[config.mk]
export PLATFORM = sky130hd
export DESIGN_NAME = vscale_mul_div_issue
export DESIGN_NICKNAME = d
export VERILOG_FILES = /design/src/rtl/vscale_mul_div_issue_pkg.sv /design/src/rtl/vscale_mul_div_issue.sv
export SDC_FILE = /design/constraint.sdc
export NUM_CORES = 1
export LEC_CHECK = 0
export BUFFER_PORTS_ARGS = -buffer_cell sky130_fd_sc_hd__buf_2
export CAP_MARGIN = 20
export CORE_MARGIN = 2
export CORE_UTILIZATION = 47
export DETAILED_ROUTE_END_ITERATION = 10
export PLACE_DENSITY = 0.8
export SLEW_MARGIN = 10
export SYNTH_ARGS = -nofsm -noshare
export SYNTH_HDL_FRONTEND = slang
export SYNTH_SLANG_ARGS = --single-unit
[constraint.sdc]
create_clock -name clk -period 2.4 [get_ports clk]
set_clock_uncertainty 0.2 [all_clocks]
set_input_delay 0.48 -clock clk [delete_from_list [all_inputs] [get_ports clk]]
set_output_delay 0.48 -clock clk [all_outputs]
set_load 0.005 [all_outputs]
[src/rtl/vscale_mul_div_issue_pkg.sv]
// Shared constants for the multiply/divide issue stage: datapath width,
// op encoding width, the op encodings and the issue state encoding.
package vscale_mul_div_issue_pkg;

  localparam int XPR_LEN          = 32;
  localparam int MUL_DIV_OP_WIDTH = 2;

  localparam logic [MUL_DIV_OP_WIDTH-1:0] MD_OP_MUL = 2'd0;
  localparam logic [MUL_DIV_OP_WIDTH-1:0] MD_OP_DIV = 2'd1;
  localparam logic [MUL_DIV_OP_WIDTH-1:0] MD_OP_REM = 2'd2;

  // Issue state encoding
  typedef enum logic [1:0] {
    MD_ISSUE_IDLE  = 2'd0,
    MD_ISSUE_WAIT  = 2'd1,
    MD_ISSUE_DONE  = 2'd2,
    MD_ISSUE_DRAIN = 2'd3
  } md_issue_state_e;

  localparam int MD_ISSUE_CNT_WIDTH = 8;

endpackage

[src/rtl/vscale_mul_div_issue.sv]
// Issue/writeback sequencer between the pipeline and the multiply/divide
// unit: registers one command, waits for its response, holds the result
// until writeback takes it, and handles flushes, timeouts and stray responses.
module vscale_mul_div_issue
  import vscale_mul_div_issue_pkg::*;
#(
  parameter int TIMEOUT_CYCLES = 63
) (
  input  logic                        clk,
  input  logic                        reset_n,
  input  logic                        cmd_valid,
  output logic                        cmd_ready,
  input  logic [MUL_DIV_OP_WIDTH-1:0] cmd_op,
  input  logic [XPR_LEN-1:0]          cmd_in_1,
  input  logic [XPR_LEN-1:0]          cmd_in_2,
  input  logic                        kill,
  output logic                        result_valid,
  input  logic                        result_ready,
  output logic [XPR_LEN-1:0]          result_data,
  output logic                        req_valid,
  output logic [MUL_DIV_OP_WIDTH-1:0] req_op,
  output logic [XPR_LEN-1:0]          req_in_1,
  output logic [XPR_LEN-1:0]          req_in_2,
  input  logic                        resp_valid,
  input  logic [XPR_LEN-1:0]          resp_out,
  output logic                        protocol_err
);

  localparam logic [MD_ISSUE_CNT_WIDTH-1:0] CntLast =
    MD_ISSUE_CNT_WIDTH'(TIMEOUT_CYCLES - 1);

  md_issue_state_e                 state_q, state_d;
  logic [MD_ISSUE_CNT_WIDTH-1:0]   counter_q, counter_d;
  logic                            req_valid_q, req_valid_d;
  logic [MUL_DIV_OP_WIDTH-1:0]     req_op_q, req_op_d;
  logic [XPR_LEN-1:0]              req_in_1_q, req_in_1_d;
  logic [XPR_LEN-1:0]              req_in_2_q, req_in_2_d;
  logic [XPR_LEN-1:0]              result_data_q, result_data_d;
  logic                            err_q, err_d;
  logic                            accept;

  assign cmd_ready    = (state_q == MD_ISSUE_IDLE);
  assign accept       = cmd_ready && cmd_valid && !kill;
  assign result_valid = (state_q == MD_ISSUE_DONE);
  assign req_valid    = req_valid_q;
  assign req_op       = req_op_q;
  assign req_in_1     = req_in_1_q;
  assign req_in_2     = req_in_2_q;
  assign result_data  = result_data_q;
  assign protocol_err = err_q;

  // Next-state, request capture, result capture, timeout and error logic
  always_comb begin
    state_d       = state_q;
    counter_d     = counter_q;
    req_valid_d   = accept;
    req_op_d      = req_op_q;
    req_in_1_d    = req_in_1_q;
    req_in_2_d    = req_in_2_q;
    result_data_d = result_data_q;
    err_d         = err_q;

    if (resp_valid && ((state_q == MD_ISSUE_IDLE) || (state_q == MD_ISSUE_DONE) ||
                       req_valid_q)) begin
      err_d = 1'b1;
    end

    case (state_q)
      MD_ISSUE_IDLE: begin
        if (accept) begin
          state_d    = MD_ISSUE_WAIT;
          counter_d  = '0;
          req_op_d   = cmd_op;
          req_in_1_d = cmd_in_1;
          req_in_2_d = cmd_in_2;
        end
      end
      MD_ISSUE_WAIT: begin
        if (kill && resp_valid) begin
          state_d = MD_ISSUE_IDLE;
        end else if (kill) begin
          state_d   = MD_ISSUE_DRAIN;
          counter_d = '0;
        end else if (resp_valid && !req_valid_q) begin
          state_d       = MD_ISSUE_DONE;
          result_data_d = resp_out;
        end else if (counter_q == CntLast) begin
          state_d = MD_ISSUE_IDLE;
          err_d   = 1'b1;
        end else begin
          counter_d = counter_q + 1'b1;
        end
      end
      MD_ISSUE_DRAIN: begin
        if (resp_valid) begin
          state_d = MD_ISSUE_IDLE;
        end else if (counter_q == CntLast) begin
          state_d = MD_ISSUE_IDLE;
          err_d   = 1'b1;
        end else begin
          counter_d = counter_q + 1'b1;
        end
      end
      MD_ISSUE_DONE: begin
        if (kill || result_ready) begin
          state_d = MD_ISSUE_IDLE;
        end
      end
      default: begin
        state_d = MD_ISSUE_IDLE;
      end
    endcase
  end

  // State and datapath registers, all cleared asynchronously by reset
  always_ff @(posedge clk or negedge reset_n) begin
    if (!reset_n) begin
      state_q       <= MD_ISSUE_IDLE;
      counter_q     <= '0;
      req_valid_q   <= 1'b0;
      req_op_q      <= '0;
      req_in_1_q    <= '0;
      req_in_2_q    <= '0;
      result_data_q <= '0;
      err_q         <= 1'b0;
    end else begin
      state_q       <= state_d;
      counter_q     <= counter_d;
      req_valid_q   <= req_valid_d;
      req_op_q      <= req_op_d;
      req_in_1_q    <= req_in_1_d;
      req_in_2_q    <= req_in_2_d;
      result_data_q <= result_data_d;
      err_q         <= err_d;
    end
  end

endmodule

Yosys cells after proc, flatten, opt, wreduce, memory -nomap -nowiden --
Index checks and enable logic that the tools add are counted.
Word-level totals: flip-flop bits (word level) 110, input bits 104
Operators by class: add/subtract/negate cells 1, equality and inequality tests 9, mux-type cells 22, bitwise gates (word level) 2, reduce and logical (&&, ||, !) cells 16
Operators with widths (count):
- 8-bit 2-to-1 mux | 6
- 8-bit case mux with 3 select lines | 1
- 2-bit 2-to-1 mux | 7
- 8-bit by 1-bit adder with 8-bit output (second input constant) | 1
- 8-bit by 6-bit equality test with 1-bit output (second input constant) | 1
- 2-bit case mux with 4 select lines | 1
- 1-bit 2-to-1 mux | 6
- 1-bit logical AND | 5
- 5-bit AND reduction | 1
- 2-bit equality test (second input constant) | 2
- 2-bit by 1-bit != test with 1-bit output (second input constant) | 2
- 2-bit != test (second input constant) | 2
- 2-bit AND reduction | 2
- 4-bit AND reduction | 1
- 1-bit logical OR | 3
- 3-bit != test (second input constant) | 1
- 3-bit nonzero test | 1
- 2-bit by 1-bit equality test with 1-bit output (second input constant) | 1
- 1-bit logical NOT | 2
- 2-bit logical NOT | 1
- 1-bit inverter | 2
- 1-bit case mux with 2 select lines | 1

Logic depth before layout (Yosys ltp) --
Gate-level depths: netlist (run 1).
depth after elaboration 10, mapped depth 8, gate-level depth less buffers 6

Worst setup path after synthesis (run 1) --
Ideal clock, no wire load.
path kind register -> register, from register state_q[1], to register result_data_q[10] (netlist: result_data[10]), arrival time 1723 ps, slack 349 ps, stages on the path, launching flop included 8, path buffers 2, clock period less this slack 2051 ps, cell sequence dfrtp_1 -> inv_1 -> ha_1 -> nor2b_2 -> and2_1 -> clkbuf_1 -> buf_2 -> mux2_1
On the way: word-level cells in the longest chain between the ends 2
RTL lines:
- from (decl) | line vscale_mul_div_issue.sv:32 | md_issue_state_e state_q, state_d;
- from (signal assigned) | line vscale_mul_div_issue.sv:127 | state_q <= state_d;
- 2-bit by 1-bit equality test with 1-bit output | line vscale_mul_div_issue.sv:68 | case (state_q)
- 4-bit AND reduction (no line)
- to (signal assigned) | line vscale_mul_div_issue.sv:133 | result_data_q <= result_data_d;
- to (decl) | line vscale_mul_div_issue.sv:38 | logic [XPR_LEN-1:0] result_data_q, result_data_d;
No other way between the ends. A chain may end at the register's enable or synchronous reset.

Worst setup path in the final report (run 1) --
from register state_q[1], to register counter_q[6]
On the way: word-level cells in the longest chain between the ends 5, elaborated cells on any way between the ends 12, those cells by class eq/ne: 6; mux: 1; reduce/logical: 5
RTL lines:
- 2-bit logical NOT | line vscale_mul_div_issue.sv:42, vscale_mul_div_issue.sv:68
- 1-bit logical AND (2 in series) | line vscale_mul_div_issue.sv:43 | assign accept = cmd_ready && cmd_valid && !kill;
- 2-bit by 1-bit != test with 1-bit output (no line)
- 5-bit AND reduction (no line)
- to (signal assigned) | line vscale_mul_div_issue.sv:128 | counter_q <= counter_d;
- to (decl) | line vscale_mul_div_issue.sv:33 | logic [MD_ISSUE_CNT_WIDTH-1:0] counter_q, counter_d;
Several ways; a longest one is shown, not always the timed one.

==> summary.txt, run 1 <==
Die
  – Core area: a little over 9000 µm²
  – Num rows: 35
  – Die height: 101.5 µm
  – Die footprint: around 10000 µm²
  – Io pins: between 200 and 250
  – Die W: between 100 and 150 µm
  – Starting Density: 0.4834

Setup path
  – CP delay by family, top: simple AND/OR/NAND/NOR gates
  – Worst Setup Path Type: reg -> reg
  – Crit end category: flop
  – Critical Path Source Type: flop
  – Reg2reg end: counter_q[6]
  – Crit Path Max Fanout: 6
  – Critical path's largest stage delay: approximately 530 ps
  – Worst R2R Path Depth: 6
  – RR Startpoint: state_q[1]
  – CP max stage cell: or4_4
  – Crit path cell chain: inv_1, ha_1, nor2b_2, nor2_1, or4_4, o32ai_2
  – Buf+Inv Stages, Crit Path: 1
  – Worst EP required: roughly 2500 ps
  – Crit path DAT: around 2300 ps
  – R2R setup slack: approximately 220 ps

Layout
  – Ant. Diodes: 0
  – Fin nets: around 760
  – Reg area: between 2000 and 3000 µm²
  – Synth-to-layout area growth: 31.90%
  – FILL cells: about 750
  – Multi-input logic area: about 1600 µm²
  – Share of cells above drive strength 1: 0.3621

STA
  – Relative slew slack: 0.6603
  – Final hold violation count: 0
  – RSZ-0062 raised after global routing: no
  – Worst-Margin Slew: 507.7 ps
  – Final WS setup: ~220 ps
  – Finish-stage setup viols: 0
  – Fin crit period: about 2200 ps
  – Fin crit share: 0.9086
  – Max Fclk: roughly 0.46 GHz
  – Final TNS setup: 0 ps
  – Max-slew violations: 0

Clock network
  – Worst-Skew Late Latency: roughly 360 ps
  – Clock buffer count from CTS: 9
  – Sink Count: 110
  – Clk buf depth: 2
  – CTS tree: built
  – Post-CTS setup buffers: 0
  – Clk root buf: clkbuf_8
  – CTS clk-pin slew, worst paths: 100 ps
  – H-tree depth: 3

Route
  – DRT Wirelength: roughly 11000 µm
  – Drt wl/cell: between 10 and 15 µm
  – ANT nets after route: 0
  – TritonRoute pass-1 iters: 4
  – Vias: 3747
  – Remaining DRCs: 0
  – Via/cell ratio: between 4 and 5
  – DRT iter0 DRCs: between 90 and 100

Logic synthesis
  – Cells after Synth: about 440
  – Yosys warning count: 0
  – Synth unique cells: between 40 and 50
  – Post-Synthesis Net Count: about 550
  – Number of flops mapped to enable cells by yosys: 0
  – Top FF cell, synth: dfrtp_1
  – Fraction of registers with async set/reset: 1.000
  – Seq/Total Area, Yosys: 0.6162
  – Syn avg cell area: between 10 and 15 µm²
  – Seq cells post-synth: 110
  – Syn Std Cell Area: about 4500 µm²

Placement
  – Port-buffer cells: slightly above 200
  – DPL Wire Length: roughly 8100 µm
  – Pre-CTS worst setup slack: 256.6 ps
  – GPL Wtd Cong: approximately 0.84

Global routing
  – Grt ovf: 0
  – Total GRT Usage: 0.2092
  – Vias in the first global route: about 3.7k
  – Global-route wire length before repair: around 17000 µm
  – Pin count of the biggest net entering global routing: 49
  – Initial antenna violation count: 0

Pwr
  – Pwr per Cell Area: about 1200 nW/µm²
  – Leak: between 3 and 4 nW
  – Max VDD drop: slightly above 0.5 mV

Outcome
  – Status: completed

Hold path
  – Hold Path Cell Cnt: 3
  – Hold Path End: req_in_2[31]
  – Worst Hold Launch: cmd_in_2[31]
  – Hold crit path type: in -> reg

Flow run
  – Maxcap violations: 0
[per-layer routing]
layer	up-vias	global-route usage	part of all wire
met3	17	0.06487	0.092
met4	0	0.07380	0.017
met5	-	0	0
met2	170	0.3510	0.48
met1	1739	0.2568	0.41
li1	1821	-	-
[cell type report]
cell class                      count  share of cell area
Tap cell                          129             0.02739
Clock buffer                       10             0.02166
Clock inverter                      5             0.01019
Timing Repair Buffer              217              0.1966
Multi-Input combinational cell    298              0.2712
Sequential cell                   110              0.4672
Inverter                            9            0.005734
[cells in the mapped netlist (all sizes together) (2+ instances only)]
cell type | instances | share of area
nor2b | 3 | 0.0048
o21ai | 6 | 0.0067
a2bb2oi | 4 | 0.0078
nand2b | 2 | 0.0028
nor3 | 3 | 0.0034
ha | 6 | 0.017
buf | 6 | 0.0059
or3 | 2 | 0.0028
nand3b | 2 | 0.0034
clkbuf | 15 | 0.013
dfrtp | 110 | 0.62
nand2 | 202 | 0.17
nor3b | 2 | 0.0034
inv | 9 | 0.0076
mux2 | 33 | 0.083
a32o | 3 | 0.0067
nand3 | 2 | 0.0022
o22ai | 2 | 0.0028
o31ai | 3 | 0.0050
nor2 | 7 | 0.0059
[worst min-delay path, stage by stage]
cell,delay [ps]
buf_2,70
nand2_1,40
nand2_1,40
[kinds of logic (layout without fill, tap and decap cells)]
| family | after synthesis | in the layout | synth area share |
|---|---|---|---|
| AOI/OAI and AO/OA | 27 | 27 | 0.04706 |
| DFF | 110 | 110 | 0.6162 |
| muxes | 34 | 34 | 0.08544 |
| adders and majority gates | 6 | 6 | 0.01681 |
| and+or+nand+nor | 231 | 231 | 0.2084 |
| buffers and inverters | 30 | 241 | 0.02605 |
[repair_timing]
item	CTS	global route
resized for setup	0	0
endpoints found under the hold margin	34	0
hold buffers	1	0
setup endpoints to repair	0	0
[through the flow]
stage                     std cells    util  power (mW)  area [µm²]  hold WS [ps]
final                           778  0.6376       6.834        5892         93.99
after global routing            778  0.6376       7.403        5892         79.67
after CTS                       778  0.6376       6.919        5892         80.98
after detailed placement        762  0.6162       5.817        5694         256.6
after global placement          762  0.6162       5.677        5694         252.0
after floorplan                 438       -       4.435        4467        -15.59
[layout by cell type (no fill, tap or decap), types with 2 or more instances in the layout]
cell	synthesis	final
mux2_1	32	32
ha_1	6	6
nor3_1	3	3
nor2_1	7	7
nor3b_1	2	2
o22ai_1	2	2
buf_4	0	9
nor2b_1	2	2
buf_12	0	3
o21ai_1	2	2
clkbuf_8	0	9
a2bb2oi_1	4	4
buf_2	3	204
a32o_1	3	3
nand2_1	202	202
or3_1	2	2
dfrtp_1	110	110
inv_1	8	8
o31ai_1	3	3
o21ai_0	4	4
nand3_1	2	2
nand2b_1	2	2
nand3b_1	2	2
[flip-flops by register name (all words and copies together), names as in the netlist]
name / flops
req_in_1: 32
protocol_err: 1
state_q: 2
counter_q: 8
req_in_2: 32
req_valid: 1
result_data: 32
req_op: 2
[power by group]
| group | internal [mW] | leakage (nW) | total (mW) | switching, mW |
|---|---|---|---|---|
| Combinational | 1.27 | 1.79 | 2.64 | 1.37 |
| Clock | 0.482 | 0.0927 | 1.08 | 0.597 |
| Sequential | 2.68 | 1.36 | 3.12 | 0.438 |
| Total | 4.43 | 3.24 | 6.83 | 2.40 |
[worst max path at each step]
stage | start | end | cells past startpoint
floorplan | state_q[1] | result_data[10] | 7
detailed placement | state_q[1] | counter_q[6] | 6
finish | state_q[1] | counter_q[6] | 6
global placement | state_q[1] | counter_q[6] | 6
CTS | state_q[1] | counter_q[6] | 6
global route | state_q[1] | counter_q[6] | 6
Note: power is estimated with default switching activity, not from simulation.
==> run 2: changes to the inputs <==
- CORE_UTILIZATION: 47 -> 40
- PLACE_DENSITY: 0.8 -> 0.7
==> run 2 against run 1 <==
Maximum frequency decreased by 2.8%. Via count increased by 1.0%. Register-to-register slack got worse by 60 ps. Sequential share of layout area is 0.20 points lower. Power rose by 1.0%. Count of clock-buffer cells in the layout did not move. Worst hold slack worse by 7.4 ps. Sequential power about the same. Non-clock buffer count down 1. Combinational power about the same.
==> summary.txt, run 2 (same netlist as run 1, synthesis figures left out) <==
Outcome
  – Status: completed

STA
  – Final TNS setup: 0 ps (unchanged)
  – Max Fclk: 0.4456 GHz (-2.8%)
  – Worst-Margin Slew: 506.1 ps (-1.665 ps)
  – RSZ-0062 raised after global routing: no
  – Max-slew violations: 0 (unchanged)
  – Relative slew slack: 0.6614 (+0.001114)
  – Final hold violation count: 0 (unchanged)
  – Fin crit share: 0.9350 (+0.02640)
  – Finish-stage setup viols: 0 (unchanged)
  – Fin crit period: 2244 ps (+63.36 ps)

Setup path
  – Critical Path Source Type: flop
  – Worst EP required: 2480 ps (about the same)
  – Worst Setup Path Type: reg -> reg
  – RR Startpoint: state_q[1]
  – Crit path DAT: 2320 ps (+70 ps)
  – Crit end category: flop
  – Worst Setup SP: state_q[1]
  – Crit Path Max Fanout: 6 (unchanged)

Route
  – ANT nets after route: 0 (unchanged)
  – Drt wl/cell: 14.21 µm (+3.5%)
  – Remaining DRCs: 0 (unchanged)
  – DRT iter0 DRCs: 193 (+97%)
  – DRT Wirelength: 11210 µm (+4.9%)
  – TritonRoute pass-1 iters: 4 (unchanged)
  – Vias: 3785 (+1.0%)
  – Via/cell ratio: 4.797 (-0.39%)

Clock network
  – Clk root buf: clkbuf_8
  – Clock buffer count from CTS: 9 (unchanged)
  – Clk buf depth: 2 (unchanged)
  – Post-CTS setup buffers: 0 (unchanged)
  – Worst-Skew Late Latency: 370 ps (about the same)
  – H-tree depth: 3 (unchanged)
  – Sink Count: 110 (unchanged)
  – CTS clk-pin slew, worst paths: 110 ps (about the same)
  – CTS tree: built

Global routing
  – Initial antenna violation count: 0 (unchanged)
  – Global-route wire length before repair: 17270 µm (+1.4%)
  – Total GRT Usage: 0.1863 (-0.02292)
  – Pin count of the biggest net entering global routing: 48 (-2.0%)
  – Grt ovf: 0 (unchanged)
  – Vias in the first global route: 3806 (+1.9%)

Placement
  – Port-buffer cells: 205 (unchanged)
  – DPL Wire Length: 8244 µm (+1.7%)
  – GPL Wtd Cong: 0.8368 (about the same)

Flow run
  – Maxcap violations: 0 (unchanged)

Die
  – Die height: 109.7 µm (+8.1%)
  – Die footprint: 12030 µm² (+17%)
  – Io pins: 206 (unchanged)
  – Num rows: 38 (+8.6%)
  – Starting Density: 0.4103 (-0.07316)
  – Core area: 10890 µm² (+18%)
  – Die W: 109.7 µm (+8.1%)

Layout
  – Core Util, Final: 0.5434 (-0.09421)
  – Commonest non-fill, non-tap cells in the layout: buf_2, nand2_1, dfrtp_1
  – FILL cells: 996 (+32%)
  – Share of cells above drive strength 1: 0.3636 (+0.001541)
  – Ant. Diodes: 0 (unchanged)
  – Commonest non-fill, non-tap cell in the layout: buf_2
  – Synth-to-layout area growth: 32.46%
  – Fin nets: 754 (-0.13%)

Pwr
  – Flop pwr share: 0.451 (-0.005)
  – Pwr per Cell Area: 1167 nW/µm² (+0.61%)
  – Clk network pwr share: 0.167 (+0.009)
  – Leak: 3.244 nW (+0.16%)
  – Max VDD drop: 0.5174 mV (+0.85%)
  – Sw Pwr: 2.457 mW (+2.3%)
  – Sw frac: 0.3558 (+0.004243)
  – Pint: 4.448 mW (+0.37%)
  – Comb power frac: 0.381 (-0.005)

Hold path
  – Hold crit path type: in -> reg
  – Worst Hold Launch: cmd_in_1[22]
-- run 2: cell count changes in the layout (fill, tap and decap cells not counted) --
cell / delta
buf_4: -1
clkbuf_1: -1
clkinv_4: +1
clkbuf_8: +1
-- run 2: path summary, 6_finish.rpt --
kind                                   end  slack [ps]  cells after the start
max reg2reg                   counter_q[6]         160                      6
max                           counter_q[6]         160                      6
min reg2reg                   req_in_2[30]         280                      2
max in group asynchronous        req_op[0]        1000                      3
min                           req_in_1[22]          90                      3
min in group asynchronous  result_data[10]         400                      2
-- run 2: stage by stage --
| stage | total power, mW | std cells | setup WS, ps | hold WS [ps] | cell area [µm²] |
|---|---|---|---|---|---|
| final | 6.905 | 789 | 156.0 | 86.55 | 5917 |
| after global routing | 7.481 | 789 | 47.07 | 75.30 | 5917 |
| after CTS | 6.989 | 789 | 181.4 | 68.07 | 5917 |
| after detailed placement | 5.813 | 772 | 234.2 | 258.1 | 5700 |
| after global placement | 5.660 | 772 | 318.0 | 252.9 | 5700 |
| after floorplan | 4.435 | 438 | 349.2 | -15.59 | 4467 |
-- run 2: power by group through the flow --
stage	clock network (mW)	registers, mW	logic [mW]
CTS	1.19	3.12	2.67
global placement	0	3.11	2.56
finish	1.16	3.12	2.63
detailed placement	0	3.14	2.67
floorplan	0	3.20	1.23
global route	1.27	3.23	2.98
-- run 2: cell type report --
type                       instances  area [µm²]  area share
sequential                       110        2753      0.4652
multi-input combinational        298        1598      0.2700
timing repair buffer             216        1151      0.1945
tap                              140       175.2     0.02960
clock buffer                      10       137.6     0.02326
clock inverter                     6       68.82     0.01163
inverter                           9       33.78    0.005709
-- run 2: per-layer routing --
layer | share of wire | track usage
met5 | 0 | 0
met4 | 0.015 | 0.07324
met3 | 0.091 | 0.06165
met2 | 0.49 | 0.3214
met1 | 0.41 | 0.2133
-- run 2: timing repair --
item / 4_1_cts / 5_1_grt
endpoints found under the hold margin: 32 / 0
gates resized for setup: 0 / 0
hold buffers: 1 / 0
-- run 2: worst max-delay path, stage by stage, from the launching register on --
cell and delay (ps):
dfrtp_1 420, inv_1 90, ha_1 260, nor2b_2 270
nor2_1 130, or4_4 540, o32ai_2 250
==> run 3: changes to the inputs <==
- CORE_ASPECT_RATIO: not set -> 0.8
==> run 3 against run 2 <==
The run now ends with negative hold slack left. Non-clock buffer count down 3. Die area hardly changed. Power grew 5.2%. Clock power rose by 32%. Utilization grew 0.87 points. First-iteration DRC count shrank 41%. Wire length fell by 4.9%. Sequential share of layout area shrank 0.75 points. Combinational power is essentially flat. Worst hold slack got worse by 93 ps. Maximum frequency up 1.8%. Via count down 2.6%. Critical endpoint unchanged. Largest power group unchanged. Highest routed layer unchanged.
==> summary.txt, run 3 (same netlist as run 1, synthesis figures left out) <==
STA
  – Fin crit share: 0.9188 (-0.01619)
  – Final WS setup: 194.9 ps (+38.86 ps)
  – Final TNS setup: 0 ps (unchanged)
  – Max Fclk: 0.4535 GHz (+1.8%)
  – Fin crit period: 2205 ps (-38.86 ps)
  – Worst-Margin Slew: 578.2 ps (+72.12 ps)
  – Relative slew slack: 0.6145 (-0.04684)
  – Final hold violation count: 3 (+3)
  – RSZ-0062 raised after global routing: no
  – Finish-stage setup viols: 0 (unchanged)
  – Hold_ws: -6.030 ps (-92.58 ps)
  – Max-slew violations: 0 (unchanged)

Setup path
  – Worst Setup Path Type: reg -> reg
  – Crit end category: flop
  – Worst R2R Path Depth: 6 (unchanged)
  – Crit path DAT: 2250 ps (-70 ps)
  – RR Startpoint: state_q[1]
  – R2R setup slack: 190 ps (+40 ps)
  – Crit Path Max Fanout: 6 (unchanged)
  – Critical Path Source Type: flop
  – Worst EP required: 2450 ps (-30 ps)
  – Reg2reg end: counter_q[6]

Die
  – Die footprint: 12030 µm² (about the same)
  – Starting Density: 0.4102 (about the same)
  – Io pins: 206 (unchanged)
  – Core area: 10890 µm² (about the same)
  – Num rows: 34 (-11%)
  – Die W: 122.1 µm (+11%)
  – Die height: 98.52 µm (-10%)

Route
  – Vias: 3687 (-2.6%)
  – DRT Wirelength: 10670 µm (-4.9%)
  – Remaining DRCs: 0 (unchanged)
  – Via/cell ratio: 4.661 (-2.8%)
  – Drt wl/cell: 13.49 µm (-5.1%)
  – ANT nets after route: 0 (unchanged)
  – TritonRoute pass-1 iters: 4 (unchanged)
  – DRT iter0 DRCs: 114 (-41%)

Layout
  – Share of cells above drive strength 1: 0.3622 (-0.001407)
  – Core Util, Final: 0.5522 (+0.008722)
  – Synth-to-layout area growth: 34.62%
  – Commonest non-fill, non-tap cell in the layout: buf_2
  – FILL cells: 989 (-0.70%)
  – Fin nets: 751 (-0.40%)
  – Commonest non-fill, non-tap cells in the layout: buf_2, nand2_1, dfrtp_1

Hold path
  – Hold crit path type: in -> async

Clock network
  – Clock buffer count from CTS: 9 (unchanged)
  – Worst-Skew Late Latency: 340 ps (-30 ps)
  – Post-CTS setup buffers: 0 (unchanged)
  – CTS clk-pin slew, worst paths: 70 ps (-40 ps)
  – Clk buf depth: 2 (unchanged)
  – CTS tree: built
  – Sink Count: 110 (unchanged)
  – Post-cts resize count: 0 (unchanged)
  – Clk root buf: clkbuf_16
  – H-tree depth: 3 (unchanged)
  – Hold buffer count at cts: 0 (-1)

Pwr
  – Max VDD drop: 0.6204 mV (+20%)
  – Leak: 3.276 nW (+0.97%)
  – Pwr Total: 7.261 mW (+5.2%)
  – Pwr per Cell Area: 1208 nW/µm² (+3.5%)

Global routing
  – Total GRT Usage: 0.1850 (-0.001217)
  – Vias in the first global route: 3728 (-2.0%)
  – Pin count of the biggest net entering global routing: 111 (+130%)
  – Initial antenna violation count: 1 (+1)
  – Global-route wire length before repair: 17640 µm (+2.1%)
  – Grt ovf: 0 (unchanged)

Flow run
  – Maxcap violations: 0 (unchanged)

Placement
  – Port-buffer cells: 205 (unchanged)
  – DPL Wire Length: 7618 µm (-7.6%)
  – GPL Wtd Cong: 0.7744 (-7.5%)
  – Pre-CTS worst setup slack: 200.1 ps (-34.14 ps)

Outcome
  – Status: complete, but fails checks
  – Failing checks: negative hold slack
==> run 3: routing by layer <==
layer | up-vias | routed length, µm | GRT usage | share of wire
li1 | 1824 | - | - | -
met1 | 1697 | 4559 | 0.2284 | 0.43
met2 | 152 | 4954 | 0.2987 | 0.46
met3 | 14 | 993 | 0.06539 | 0.093
met4 | 0 | 159 | 0.07162 | 0.015
met5 | - | 0 | 0 | 0
==> run 3: how the worst max path moves through the flow <==
stage,slack (ps),startpoint,cells past startpoint,to
floorplan,350,state_q[1],7,result_data[10]
global placement,320,state_q[1],6,counter_q[6]
detailed placement,200,state_q[1],6,counter_q[6]
CTS,200,state_q[1],6,counter_q[6]
global route,110,state_q[1],6,counter_q[6]
finish,190,state_q[1],6,counter_q[6]
==> run 3: layout make-up <==
class                   instances  area, µm²  area share
diodes                          1      2.502   0.0004161
clock buffers                   9      225.2     0.03745
clock inverters                 7      82.58     0.01373
inverters                       9      33.78    0.005618
multi-input cells             298       1598      0.2657
flip-flops and latches        110       2753      0.4578
well taps                     144      180.2     0.02996
repair buffers                213       1139      0.1893
==> run 3: worst max-delay path: stages, from the launching register on <==
cell and delay (ps):
dfrtp_1 420, inv_1 90, ha_1 250, nor2b_2 250, nor2_1 120, or4_4 530, o32ai_2 260
==> run 3: report_power, final <==
group	internal, mW	switching [mW]
logic	1.26	1.36
clock network	0.825	0.704
registers	2.68	0.424
==> run 3: through the flow <==
stage / instances / area [µm²]
after floorplan: 438 / 4467
after global placement: 774 / 5703
after detailed placement: 774 / 5703
after CTS: 790 / 6011
after global routing: 791 / 6013
final: 791 / 6013
